### src/rtl/step_gen_multi.sv
// rtl/step_gen_multi.sv - multi-channel step/dir pulse generator with per-channel period and distance
// Optional endstop inputs are compiled in with STEP_LIMIT_EN.
module step_gen_multi #(
  parameter int NCH      = 3,
  parameter int DIS_W    = 11,
  parameter int V_W      = 26,
  parameter int MSTEP_SH = 4
) (
  input  logic                 clk,
  input  logic                 rst,
`ifdef STEP_LIMIT_EN
  input  logic [NCH-1:0]       limit,
`endif
  input  logic                 start,
  input  logic                 abort,
  input  logic [NCH*DIS_W-1:0] dis,
  input  logic [NCH*V_W-1:0]   per,
  input  logic [NCH-1:0]       dir_in,
  output logic [NCH-1:0]       step,
  output logic [NCH-1:0]       dir,
  output logic [NCH-1:0]       active,
  output logic                 busy,
  output logic                 done,
  output logic                 aborted
);

  localparam int RW = DIS_W + MSTEP_SH;
  localparam logic [V_W-1:0] V_ONE = 1;
  localparam logic [RW-1:0]  R_ONE = 1;

  typedef enum logic [1:0] {IDLE, LOAD, RUN, DONE} state_t;

  state_t         state;
  logic [V_W-1:0] per_q   [NCH];
  logic [V_W-1:0] cnt     [NCH];
  logic [RW-1:0]  rem     [NCH];
  logic [V_W-1:0] cnt_nxt [NCH];
  logic [RW-1:0]  rem_nxt [NCH];
  logic [NCH-1:0] fire;
  logic           all_zero;

  // Per-channel period tick and edge bookkeeping for one RUN cycle.
  always_comb begin
    all_zero = 1'b1;
    fire     = '0;
    for (int i = 0; i < NCH; i++) begin
      cnt_nxt[i] = cnt[i] + V_ONE;
      rem_nxt[i] = rem[i];
      if (rem[i] != '0) all_zero = 1'b0;
      if (cnt[i] >= per_q[i]) begin
        cnt_nxt[i] = '0;
        if (rem[i] != '0) begin
          fire[i]    = 1'b1;
          rem_nxt[i] = rem[i] - R_ONE;
        end
      end
`ifdef STEP_LIMIT_EN
      // An endstop retires the channel without emitting the pending edge.
      if (limit[i]) begin
        fire[i]    = 1'b0;
        rem_nxt[i] = '0;
      end
`endif
    end
  end

  always_ff @(posedge clk) begin
    if (rst) begin
      state   <= IDLE;
      step    <= '0;
      dir     <= '0;
      active  <= '0;
      busy    <= 1'b0;
      done    <= 1'b0;
      aborted <= 1'b0;
      for (int i = 0; i < NCH; i++) begin
        per_q[i] <= '0;
        cnt[i]   <= '0;
        rem[i]   <= '0;
      end
    end else begin
      case (state)
        IDLE: begin
          done   <= 1'b0;
          busy   <= 1'b0;
          active <= '0;
          if (start) begin
            state <= LOAD;
            busy  <= 1'b1;
          end
        end
        LOAD: begin
          if (abort) begin
            state   <= DONE;
            done    <= 1'b1;
            aborted <= 1'b1;
            active  <= '0;
            for (int i = 0; i < NCH; i++) rem[i] <= '0;
          end else begin
            state   <= RUN;
            dir     <= dir_in;
            aborted <= 1'b0;
            for (int i = 0; i < NCH; i++) begin
              per_q[i]  <= per[i*V_W +: V_W];
              cnt[i]    <= '0;
              rem[i]    <= {dis[i*DIS_W +: DIS_W], {MSTEP_SH{1'b0}}};
              active[i] <= (dis[i*DIS_W +: DIS_W] != '0);
            end
          end
        end
        RUN: begin
          if (abort) begin
            state   <= DONE;
            done    <= 1'b1;
            aborted <= 1'b1;
            active  <= '0;
            for (int i = 0; i < NCH; i++) rem[i] <= '0;
          end else if (all_zero) begin
            state  <= DONE;
            done   <= 1'b1;
            active <= '0;
          end else begin
            step <= step ^ fire;
            for (int i = 0; i < NCH; i++) begin
              cnt[i]    <= cnt_nxt[i];
              rem[i]    <= rem_nxt[i];
              active[i] <= (rem_nxt[i] != '0);
            end
          end
        end
        DONE: begin
          state  <= IDLE;
          done   <= 1'b0;
          busy   <= 1'b0;
          active <= '0;
        end
        default: state <= IDLE;
      endcase
    end
  end

endmodule

### config.mk
export PLATFORM = sky130hd
export DESIGN_NAME = step_gen_multi
export DESIGN_NICKNAME = d
export VERILOG_FILES = /design/src/rtl/step_gen_multi.sv
export SDC_FILE = /design/constraint.sdc
export NUM_CORES = 1
export LEC_CHECK = 0
export ABC_AREA = 1
export ABC_CLOCK_PERIOD_IN_PS = 7770
export BUFFER_PORTS_ARGS = -buffer_cell sky130_fd_sc_hd__buf_2
export CORE_MARGIN = 2
export CORE_UTILIZATION = 35
export CTS_BUF_LIST = sky130_fd_sc_hd__clkbuf_8
export CTS_CLUSTER_DIAMETER = 150
export DETAILED_ROUTE_END_ITERATION = 8
export HOLD_SLACK_MARGIN = 0.1
export REMOVE_ABC_BUFFERS = 1
export SYNTH_ARGS = -nofsm -noshare
export SYNTH_HDL_FRONTEND = slang
export SYNTH_SLANG_ARGS = --single-unit
### constraint.sdc
create_clock -name clk -period 7.77 [get_ports clk]
set_input_delay 2.331 -clock clk [delete_from_list [all_inputs] [get_ports clk]]
set_output_delay 2.331 -clock clk [all_outputs]
set_load 0.01 [all_outputs]
==> flow_summary.toml <==
[global_route]
grt-ovfl-total = 0
antenna_found_initial = 0
grt_pass1_vias = 11200
grt_pass1_wl_um = 54300
grt_max_degree = 79
grt_usage_pct = 15.9

[finish]
seq_area_um2 = 6320
multi_input_area_um2 = 6570
nNetsFinal = 2128
syn_to_final_growth_pct = 13.2
insertedDiodeCount = 0
drive_gt1_share_pct = 14.7
fillers = 4148

[clock_network]
post_cts_buffers = 0
clock_latency_ns = 0.59
cts.htree.levels = 2
root_buffer = "clkbuf_8"
numCtsBuffers = 40
cts_buffer_depth = 3
clk_pin_slew_ns = 0.06
clock-sinks = 215
cts-hold-fix-buffers = 0
cts_tree = "built"
cts_resized = 0

[sta]
setup_ws_ns = 4.07
tns_ns = 0
final.min_clock_period_ns = 3.70
min_period_over_period_pct = 47.6
fin_skew_ns = 0.0245
worstMarginPinSlew_ns = 1.14
final-hold-violation-count = 0
slew_headroom_pct = 24.1
slew_violations = 0
grt_setup_unrepaired = "false"
finalSetupViolations = 0
fmax_mhz = 271

[synth]
synth_async_sr_flop_share_pct = 0
ys_ff_latch = 215
syn-cell-area_um2 = 14300
ys_types = 57
yosys.area.top_type = "edfxtp_1"
synth.yosys.seq_area_share_pct = 44.1
synth_ff_type = "edfxtp_1"
synthTopCellsByCount = "398 x nand2_1, 320 x inv_1, 275 x nor2_1"
synth.most_common_cell = "nand2_1"
yosysWarnings = 0
synth_area_leaders = "edfxtp_1 42%, nand2_1 10%, inv_1 8.4%, ha_1 7.8%, nor2_1 7.2%"
syn_inst = 1779
syn_area_per_cell_um2 = 8.05
synth_top_area_share_pct = 42.1
synth_enable_flop_cells = 201

[placed_design]
dp_hpwl_um = 23700
pre_cts_slack_ns = 3.47
gp_congestion = 0.856
port_buffers = 129

[critical_path]
worst-setup-path-type = "input port to flop"
end_kind = "flop"
required_ns = 7.83
cp.arrival_ns = 3.76
startpoint_type = "input port"
cp_max_fo = 78

[min_path]
holdCritPathClass = "flop to flop"

[die]
initial_core_util_pct = 35.3
die_width_um = 206
io_pins = 130
core_um2 = 40600
die_area_um2 = 42600
fp.dieH_um = 206
rows = 74

[drt]
wirelength_um = 32700
num_vias = 11500
drt_iter0_drc = 528
remaining_drc_errors = 0
dr.pass1.iters = 5
wl_per_cell_um = 13.2
antenna_left = 0
vias_per_cell = 4.62

[status]
outcome = "completed"

[pwr]
irDropWorstVdd_mv = 0.107
power.density_nw_per_um2 = 284
p_leak_nw = 7.53

[job]
max_cap_viol_count = 0
worst max-delay path: stages:
cell and delay (ns):
buf_2 0.16, nor2_1 0.10, nor2_1 0.41, nand2_4 0.65
through the flow:
stage | power, mW | util [%] | hold WS [ns] | cell area [um2] | cells
2_1_floorplan | 3.09 | - | 0.477 | 14100 | 1745
3_3_place_gp | 3.52 | 38.1 | 0.459 | 15500 | 2411
3_5_place_dp | 3.56 | 38.1 | 0.462 | 15500 | 2411
4_1_cts | 4.66 | 39.9 | 0.470 | 16200 | 2483
5_1_grt | 5.02 | 39.9 | 0.508 | 16200 | 2483
6_report | 4.61 | 39.9 | 0.465 | 16200 | 2483
sequential cells by signal, summed over array words and instances (netlist names):
signal / flops
dir: 3
busy: 1
state: 2
done: 1
cnt: 78
active: 3
per_q: 78
aborted: 1
step: 3
rem: 45
where the power goes:
part | total, mW | switching, mW | internal (mW) | leakage (nW)
logic | 1.68 | 1.10 | 0.582 | 4.85
clock network | 1.07 | 0.513 | 0.554 | 0.436
registers | 1.86 | 0.250 | 1.61 | 2.24
total | 4.61 | 1.86 | 2.75 | 7.53
logic make-up (layout without fill, tap and decap cells):
logic type               after synthesis  count (layout)  synth area share, %
adder cells (fa/ha/maj)               89              89                 7.77
flip-flops                           215             215                 44.1
XOR/XNOR                              45              45                 2.75
buffers and inverters                363             535                 10.2
AND/OR/NAND/NOR                      900             900                 28.6
AO/OA/AOI/OAI                        167             167                 6.62
layer usage:
metal	global-route usage, %	up-vias	part of all wire (%)
met5	0	-	0
met4	4.97	0	2.3
met3	3.22	54	4.4
met2	26.2	195	46
met1	20.9	5226	47
li1	-	6000	-
layout make-up:
class | instances | share of cell area (%)
Multi-Input combinational cell | 1201 | 40.5
Sequential cell | 215 | 38.9
Timing Repair Buffer | 134 | 4.21
Tap cell | 532 | 4.10
Clock buffer | 40 | 3.39
Inverter | 329 | 7.65
Clock inverter | 32 | 1.23
path summary, 6_finish.rpt:
check	slack, ns	depth (start not counted)	start	to
max	4.07	4	abort	cnt[0][17]
min reg2reg	0.46	2	busy	busy
max reg2reg	4.49	11	rem[0][0]	cnt[0][12]
min	0.46	2	busy	busy
cells in the final DEF (no fill, tap or decap), drive strengths merged, types with 2 or more instances in the layout:
cell | netlist | final
o21bai | 4 | 4
bufinv | 0 | 2
clkinv | 2 | 15
a21o | 4 | 4
nor2 | 293 | 293
nand4 | 18 | 18
a21oi | 80 | 80
ha | 89 | 89
a211oi | 2 | 2
inv | 327 | 343
nor4 | 7 | 7
edfxtp | 201 | 201
or2 | 13 | 13
xnor2 | 15 | 15
clkbuf | 12 | 40
and2 | 2 | 2
o22ai | 6 | 6
or3 | 3 | 3
dfxtp | 14 | 14
o21a | 8 | 8
a22o | 3 | 3
nor3 | 35 | 35
o21ai | 54 | 54
nand2 | 412 | 412
nand3 | 91 | 91
xor2 | 30 | 30
nor3b | 24 | 24
buf | 22 | 134
Power figures use the tool's default switching activity.
